File: config.mk
export PLATFORM = sky130hd
export DESIGN_NAME = keypad_matrix_scanner_flat
export DESIGN_NICKNAME = d
export VERILOG_FILES = /design/src/rtl/keypad_matrix_scanner_if.sv /design/src/rtl/keypad_matrix_scanner.sv /design/src/flat_wrapper.sv
export SDC_FILE = /design/constraint.sdc
export NUM_CORES = 1
export LEC_CHECK = 0
export BUFFER_PORTS_ARGS = -buffer_cell sky130_fd_sc_hd__buf_2
export CAP_MARGIN = 20
export CORE_ASPECT_RATIO = 0.8
export CORE_MARGIN = 3
export CORE_UTILIZATION = 60
export DETAILED_ROUTE_END_ITERATION = 10
export HOLD_SLACK_MARGIN = 0.05
export PLACE_DENSITY = 0.82
export REMOVE_ABC_BUFFERS = 1
export SLEW_MARGIN = 15
export SYNTH_ARGS = -nofsm -noshare
export SYNTH_HDL_FRONTEND = slang
export SYNTH_SLANG_ARGS = --single-unit
File: constraint.sdc
create_clock -name clk -period 32.7 [get_ports clk]
set_input_delay 3.27 -clock clk [delete_from_list [all_inputs] [get_ports clk]]
set_output_delay 3.27 -clock clk [all_outputs]
set_load 0.05 [all_outputs]
File: src/rtl/keypad_matrix_scanner_if.sv
// keypad_matrix_scanner_if
// Key-code output channel of the keypad scanner.
//   key_code  : accepted key, {col[1:0], row[1:0]}
//   key_valid : key_code holds an unconsumed press
//   key_ready : consumer takes key_code when key_valid is high
//   key_held  : debounced "a key is down" level
//   overrun   : one-cycle pulse when a press is dropped because the channel was full
// master = scanner side, slave = consumer side.
interface keypad_matrix_scanner_if;
    logic [3:0] key_code;
    logic       key_valid;
    logic       key_ready;
    logic       key_held;
    logic       overrun;

    modport master (
        output key_code,
        output key_valid,
        output key_held,
        output overrun,
        input  key_ready
    );

    modport slave (
        input  key_code,
        input  key_valid,
        input  key_held,
        input  overrun,
        output key_ready
    );
endinterface

File: src/rtl/keypad_matrix_scanner.sv
// keypad_matrix_scanner
// Scans a 4x4 passive key matrix one column at a time, debounces whole-scan
// snapshots and delivers one hex code per clean press on a valid/ready channel.
// Ports:
//   clk       : sole clock, rising edge
//   rst_n     : synchronous active-low reset
//   row_in    : row lines, active-low, asynchronous to clk
//   col_drive : one-hot active-low column strobe
//   key_if    : key-code output channel (master side)
//
// state        | meaning
// S_IDLE       | no key accepted, waiting for a single-key scan
// S_PRESS_DB   | candidate seen on cnt consecutive scans, not yet accepted
// S_PRESSED    | candidate accepted and emitted, key still down
// S_RELEASE_DB | candidate missing on cnt consecutive scans, release pending
module keypad_matrix_scanner #(
    parameter int SCAN_DIV       = 256,
    parameter int DEBOUNCE_SCANS = 4
) (
    input  logic                           clk,
    input  logic                           rst_n,
    input  logic [3:0]                     row_in,
    output logic [3:0]                     col_drive,
    keypad_matrix_scanner_if.master        key_if
);

    localparam int DW = (SCAN_DIV > 1) ? $clog2(SCAN_DIV) : 1;
    localparam int CW = $clog2(DEBOUNCE_SCANS + 1);
    localparam logic [DW-1:0] DWELL_LAST = DW'(SCAN_DIV - 1);
    localparam logic [CW-1:0] CNT_DONE   = CW'(DEBOUNCE_SCANS);

    typedef enum logic [1:0] {
        S_IDLE,
        S_PRESS_DB,
        S_PRESSED,
        S_RELEASE_DB
    } state_t;

    logic [3:0]    row_s1_q, row_s2_q;
    logic [DW-1:0] dwell_q, dwell_d;
    logic [1:0]    col_q, col_d;
    logic [15:0]   snap_q, snap_d;
    state_t        state_q, state_d;
    logic [3:0]    cand_q, cand_d;
    logic [CW-1:0] cnt_q, cnt_d;
    logic [3:0]    code_q, code_d;
    logic          valid_q, valid_d;
    logic          overrun_q, overrun_d;

    logic          sample, scan_end;
    logic [4:0]    ones;
    logic [3:0]    hit;
    logic          d_key, d_cand;
    logic          emit;
    logic [3:0]    emit_code;

    always_ff @(posedge clk) begin
        if (!rst_n) begin
            row_s1_q  <= 4'hF;
            row_s2_q  <= 4'hF;
            dwell_q   <= '0;
            col_q     <= 2'd0;
            snap_q    <= '0;
            state_q   <= S_IDLE;
            cand_q    <= 4'h0;
            cnt_q     <= '0;
            code_q    <= 4'h0;
            valid_q   <= 1'b0;
            overrun_q <= 1'b0;
        end else begin
            row_s1_q  <= row_in;
            row_s2_q  <= row_s1_q;
            dwell_q   <= dwell_d;
            col_q     <= col_d;
            snap_q    <= snap_d;
            state_q   <= state_d;
            cand_q    <= cand_d;
            cnt_q     <= cnt_d;
            code_q    <= code_d;
            valid_q   <= valid_d;
            overrun_q <= overrun_d;
        end
    end

    // Scan timing and snapshot capture. The decode looks at snap_d so the
    // column-3 rows captured on this very cycle take part in the scan result.
    always_comb begin
        sample   = (dwell_q == DWELL_LAST);
        scan_end = sample && (col_q == 2'd3);
        dwell_d  = sample ? '0 : dwell_q + DW'(1);
        col_d    = sample ? col_q + 2'd1 : col_q;
        snap_d   = snap_q;
        if (sample) begin
            snap_d[{col_q, 2'b00} +: 4] = ~row_s2_q;
        end

        ones = 5'd0;
        hit  = 4'h0;
        for (int i = 0; i < 16; i++) begin
            if (snap_d[i]) begin
                ones = ones + 5'd1;
                hit  = 4'(i);
            end
        end
        d_key  = (ones == 5'd1);
        d_cand = d_key && (hit == cand_q);
    end

    // Debounce FSM; moves only on scan-end cycles.
    always_comb begin
        state_d   = state_q;
        cand_d    = cand_q;
        cnt_d     = cnt_q;
        emit      = 1'b0;
        emit_code = cand_q;
        if (scan_end) begin
            case (state_q)
                S_IDLE: begin
                    if (d_key) begin
                        cand_d    = hit;
                        emit_code = hit;
                        cnt_d     = CW'(1);
                        if (DEBOUNCE_SCANS == 1) begin
                            state_d = S_PRESSED;
                            emit    = 1'b1;
                        end else begin
                            state_d = S_PRESS_DB;
                        end
                    end
                end
                S_PRESS_DB: begin
                    if (d_cand) begin
                        cnt_d = cnt_q + CW'(1);
                        if (cnt_d == CNT_DONE) begin
                            state_d = S_PRESSED;
                            emit    = 1'b1;
                        end
                    end else begin
                        state_d = S_IDLE;
                    end
                end
                S_PRESSED: begin
                    if (!d_cand) begin
                        cnt_d   = CW'(1);
                        state_d = (DEBOUNCE_SCANS == 1) ? S_IDLE : S_RELEASE_DB;
                    end
                end
                S_RELEASE_DB: begin
                    if (d_cand) begin
                        state_d = S_PRESSED;
                    end else begin
                        cnt_d = cnt_q + CW'(1);
                        if (cnt_d == CNT_DONE) begin
                            state_d = S_IDLE;
                        end
                    end
                end
                default: state_d = S_IDLE;
            endcase
        end
    end

    // Output channel: a new press replaces the held code only if the old one
    // is consumed on the same edge; otherwise the new press is dropped.
    always_comb begin
        code_d    = code_q;
        valid_d   = valid_q;
        overrun_d = 1'b0;
        if (valid_q && key_if.key_ready) begin
            valid_d = 1'b0;
        end
        if (emit) begin
            if (!valid_q || key_if.key_ready) begin
                code_d  = emit_code;
                valid_d = 1'b1;
            end else begin
                overrun_d = 1'b1;
            end
        end
    end

    assign col_drive        = ~(4'b0001 << col_q);
    assign key_if.key_code  = code_q;
    assign key_if.key_valid = valid_q;
    assign key_if.key_held  = (state_q == S_PRESSED) || (state_q == S_RELEASE_DB);
    assign key_if.overrun   = overrun_q;

endmodule

File: src/flat_wrapper.sv
// flat-port wrapper written by rule: the top's interface ports become plain ports
module keypad_matrix_scanner_flat 
#(
    parameter int SCAN_DIV       = 256,
    parameter int DEBOUNCE_SCANS = 4
)
  (clk, rst_n, row_in, col_drive, key_if_key_code, key_if_key_valid, key_if_key_held, key_if_overrun, key_if_key_ready);
  keypad_matrix_scanner_if key_if_i ();
  input  logic clk;
  input  logic rst_n;
  input  logic [3:0] row_in;
  output logic [3:0] col_drive;
  output wire logic [$bits(key_if_i.key_code)-1:0] key_if_key_code;
  output wire logic [$bits(key_if_i.key_valid)-1:0] key_if_key_valid;
  output wire logic [$bits(key_if_i.key_held)-1:0] key_if_key_held;
  output wire logic [$bits(key_if_i.overrun)-1:0] key_if_overrun;
  input wire logic [$bits(key_if_i.key_ready)-1:0] key_if_key_ready;
  assign key_if_key_code = key_if_i.key_code;
  assign key_if_key_valid = key_if_i.key_valid;
  assign key_if_key_held = key_if_i.key_held;
  assign key_if_overrun = key_if_i.overrun;
  assign key_if_i.key_ready = key_if_key_ready;
  keypad_matrix_scanner #(.SCAN_DIV(SCAN_DIV), .DEBOUNCE_SCANS(DEBOUNCE_SCANS)) u_core (.clk(clk), .rst_n(rst_n), .row_in(row_in), .col_drive(col_drive), .key_if(key_if_i));
endmodule
==> impl_summary.md <==
Status
The flow ran to the end, and the final reports show no timing, DRC or antenna violations.

Layout
0 antenna diodes ended up in the layout. Relative to the synthesized area, the layout overhead comes to 4.53%. The filler cells instantiated in the layout total 561. The final layout contains between 500 and 600 nets. The proportion of layout cells with a drive suffix above 1 is 0.109.

Critical path
The sort of element at the start of the critical path is a flop. The setup slack on the worst flop-to-flop path is slightly above 20000 ps. The endpoint of the lowest-slack register-to-register path is u_core.cnt_q[2]$_SDFFE_PN0P_. The biggest fanout along the worst timing path is 12. The worst endpoint required time is 32910 ps. On the critical path, the stage with the largest delay is an instance of nor2_1. The most frequent cell on the critical path is ha_1. The capturing element type of the critical path is a flop.

The worst reg2reg path startpoint is u_core.dwell_q[0]$_SDFF_PP0_. The worst register-to-register path has a depth of 52. The worst stage delay on the critical path is 500 ps. The setup path with the least slack is of type flop to flop.

The arrival time at the worst endpoint is roughly 13000 ps.

Power and ir drop
The leakage power is 0.00179 uW. The cell-internal power is 77.4 uW. The net switching fraction of the power is 0.246.

For this design the ratio of total power to cell area is 24.0 nW/um^2. For this design the total switching power over the nets is 25.3 uW. Of the total power, the clock network draws 0.377. The peak ir drop on the vdd network is 28.9 uV. The design draws 103 uW.

The sequential share of power is 0.597. The combinational share of power is 0.026.

Clock tree
TritonCTS built the clock tree. The insertion delay to the later sink of the worst-skew pair is 310 ps. The post-CTS setup-driven buffer insertion count is 0.

The number of gates resized after CTS was 0. The count of hold-fix buffers inserted at cts is 0. The cell at the root of the clock tree is clkbuf_8.

The clock transition at the register clock pins on the worst setup and hold paths after CTS is 100 ps. The total number of clock tree sinks is between 40 and 50. No sink is reached through more buffers than the 2 on the longest clock path. CTS built an H-tree with a depth of 2. In this run, CTS created clock tree buffers numbering 5.

Global route
Entering global routing, the biggest net connects 27 pins. The global-route met2 utilization is 0.389. In the global route stage, met3 resource usage came out at 0.0393. In the global route stage, met1 resource usage came out at 0.341. The global-route usage over all layers is 0.241. The most used routing layer is met2. The global route total overflow is 0.

The first-pass GRT wire length is 15800 um. The number of antenna violations at the first check in global routing is 0. The number of global-route vias before repair is 3355.

STA
At the pin with the least slew margin, the transition time is between 1000 and 1500 ps. The worst-case headroom to the max-slew limit is 0.290. Dividing the final minimum period by the clock period gives 0.380. The final critical delay including setup and external delays is 12410 ps.

The aggregate negative setup slack is 0 ps. The setup violation total in the final timing report is 0. Setup repair after global routing left no endpoint under its margin. The final number of hold-violating endpoints is 0.

The count of pins over their slew limit is 0. Setup slack on the critical path of the routed design comes to 20290 ps. The final clock skew is 14.2 ps. The timing-limited maximum frequency is 80.6 MHz.

Synth
The count of state elements after synthesis is 49. The share of the Yosys chip area taken by registers is 0.240. The post-synthesis area per instance is about 8 um^2. The number of distinct library cell variants in the gate-level netlist after synthesis is 75. The count of synthesis-stage warnings from yosys is 0. The prevailing post-synth register cell is dfxtp_1. After technology mapping, the gate count stands at 503. The number of enable flip-flop cells after synthesis is 0. After synthesis the cells add up to 4090 um^2. The share of async-settable or async-resettable flops after synthesis is 0.

Place
The final weighted congestion in routability-driven placement is 0.924. The placement-stage worst setup slack is 20530 ps. The quantity of I/O buffers inserted on ports is 17. Summed over all nets, the half-perimeter wirelength after detailed placement is 7120 um.

Drt
The number of DRC violations after detailed routing is 0. The first detailed-routing pass took 7 iterations. The number of violations reported at the end of detailed-routing iteration 0 is 253. The total routed wirelength is 9090 um. The final route contains 3576 vias. After detailed routing, the average wire length per cell comes to around 15 um.

In the routed layout, each cell is associated on average with a via count of 6.06. Once detail routing completed, the nets flagged for antenna violations numbered 0.

Run
The number of max-cap violations is 0.

Min path
The end point of the most critical hold path is u_core.row_s2_q[0]$_SDFF_PN1_. The worst min-delay path startpoint is u_core.row_s1_q[0]$_SDFF_PN1_. The kind of path behind the tightest hold check is flop to flop. Along the worst hold path, the cell count comes to 1.

Floorplan
The die is 79.8 um tall. The die covers 7840 um^2. The floorplan row count is 26. The initial standard-cell utilization of the core is 0.628.

In this run the count of I/O pins placed on the die edge is 18. The floorplan die width is 98.3 um. The core region is approximately 6500 um^2.
==> logic make-up (layout without fill, tap and decap cells) <==
group                    count (synthesis)  in the layout  synth area share
buffers and inverters                   44             47            0.0472
AO/OA/AOI/OAI                          100            100             0.163
flip-flops                              49             49             0.240
adder cells (fa/ha/maj)                 22             22            0.0667
XOR/XNOR                                52             52             0.150
multiplexers                            21             21            0.0536
AND/OR/NAND/NOR                        215            215             0.280
==> layout make-up <==
type | count | area [um^2] | area share
Sequential cell | 49 | 981 | 0.230
Multi-Input combinational cell | 410 | 2910 | 0.682
Clock buffer | 5 | 68.8 | 0.0161
Timing Repair Buffer | 17 | 85.1 | 0.0199
Inverter | 22 | 85.1 | 0.0199
Tap cell | 84 | 105 | 0.0246
Clock inverter | 3 | 33.8 | 0.00791
==> per-layer routing <==
layer,wire length (um),vias to the layer above
met5,0,-
met1,4550,1684
met2,4000,80
met4,85,0
li1,-,1802
met3,446,10
==> synthesized netlist by cell type, types with 6 or more instances <==
| cell type | count | area share |
|---|---|---|
| mux2i_1 | 14 | 0.034 |
| a21oi_1 | 26 | 0.032 |
| nand3b_1 | 9 | 0.017 |
| nor3_1 | 13 | 0.016 |
| ha_1 | 21 | 0.064 |
| nand2_1 | 36 | 0.033 |
| xnor2_1 | 27 | 0.058 |
| o21ai_0 | 19 | 0.023 |
| or2_2 | 6 | 0.0092 |
| mux2_2 | 7 | 0.019 |
| and2_1 | 15 | 0.023 |
| nor2b_1 | 6 | 0.0092 |
| clkbuf_1 | 10 | 0.0092 |
| o211ai_1 | 6 | 0.011 |
| nand3_1 | 14 | 0.017 |
| nand2b_1 | 11 | 0.017 |
| nand4_1 | 14 | 0.021 |
| xor2_1 | 13 | 0.028 |
| and3_1 | 6 | 0.0092 |
| dfxtp_1 | 49 | 0.24 |
| nor2_1 | 57 | 0.052 |
| inv_1 | 20 | 0.018 |
| buf_2 | 8 | 0.0098 |
| o31ai_1 | 9 | 0.017 |
| nor4_1 | 6 | 0.0092 |
==> power groups by stage <==
stage               Sequential [uW]  Combinational [uW]  Clock, uW
finish                         61.3                2.64       38.7
global route                   61.5                3.02       42.5
CTS                            61.3                2.66       39.8
detailed placement             62.7                2.66          0
global placement               62.6                2.55          0
floorplan                      62.4                1.50          0
==> flip-flops by register name, indices dropped and copies added (netlist names), named ones only <==
name	flops
u_core.snap_q	16
u_core.key_if.key_code	4
u_core.row_s1_q	4
u_core.col_q	2
u_core.row_s2_q	4
u_core.state_q	1
u_core.key_if.overrun	1
u_core.cand_q	4
u_core.dwell_q	8
u_core.cnt_q	3
u_core.key_if.key_valid	1
==> critical path, delay by kind of cell, from the launching register on <==
family / cells / cell delay [ps]
multiplexers: 5 / 1310
XOR/XNOR: 1 / 200
AO/OA/AOI/OAI: 9 / 2430
AND/OR/NAND/NOR: 17 / 3330
buffers and inverters: 5 / 360
flip-flops: 1 / 380
adder cells (fa/ha/maj): 15 / 4300
==> worst max-delay path by stage <==
stage,to,start,depth (start not counted)
floorplan,u_core.key_if.key_code[0]$_SDFFE_PN0P_,u_core.dwell_q[0]$_SDFF_PP0_,51
global placement,u_core.cnt_q[2]$_SDFFE_PN0P_,u_core.dwell_q[0]$_SDFF_PP0_,52
detailed placement,u_core.cnt_q[2]$_SDFFE_PN0P_,u_core.dwell_q[0]$_SDFF_PP0_,52
CTS,u_core.key_if.key_code[1]$_SDFFE_PN0P_,u_core.dwell_q[0]$_SDFF_PP0_,51
global route,u_core.cnt_q[2]$_SDFFE_PN0P_,u_core.dwell_q[0]$_SDFF_PP0_,52
finish,u_core.cnt_q[2]$_SDFFE_PN0P_,u_core.dwell_q[0]$_SDFF_PP0_,52
==> layout by cell type, fill, tap and decap left out, types with 9 or more instances in the layout <==
cell type,n
nand2b_1,11
o21ai_0,19
xor2_1,13
a21oi_1,26
mux2i_1,14
inv_1,20
nand2_1,36
buf_2,17
xnor2_1,27
nand3_1,14
nand4_1,14
nor2_1,57
dfxtp_1,49
ha_1,21
nand3b_1,9
and2_1,15
nor3_1,13
o31ai_1,9
==> stage by stage <==
stage                      util  instance area (um^2)  hold WS, ps  cells
final                     0.657                  4270          419    590
after global routing      0.657                  4270          451    590
after CTS                 0.657                  4270          421    590
after detailed placement  0.641                  4170          396    582
after global placement    0.641                  4170          391    582
after floorplan               -                  3980          386    481
(Power assumes the default switching activity.)
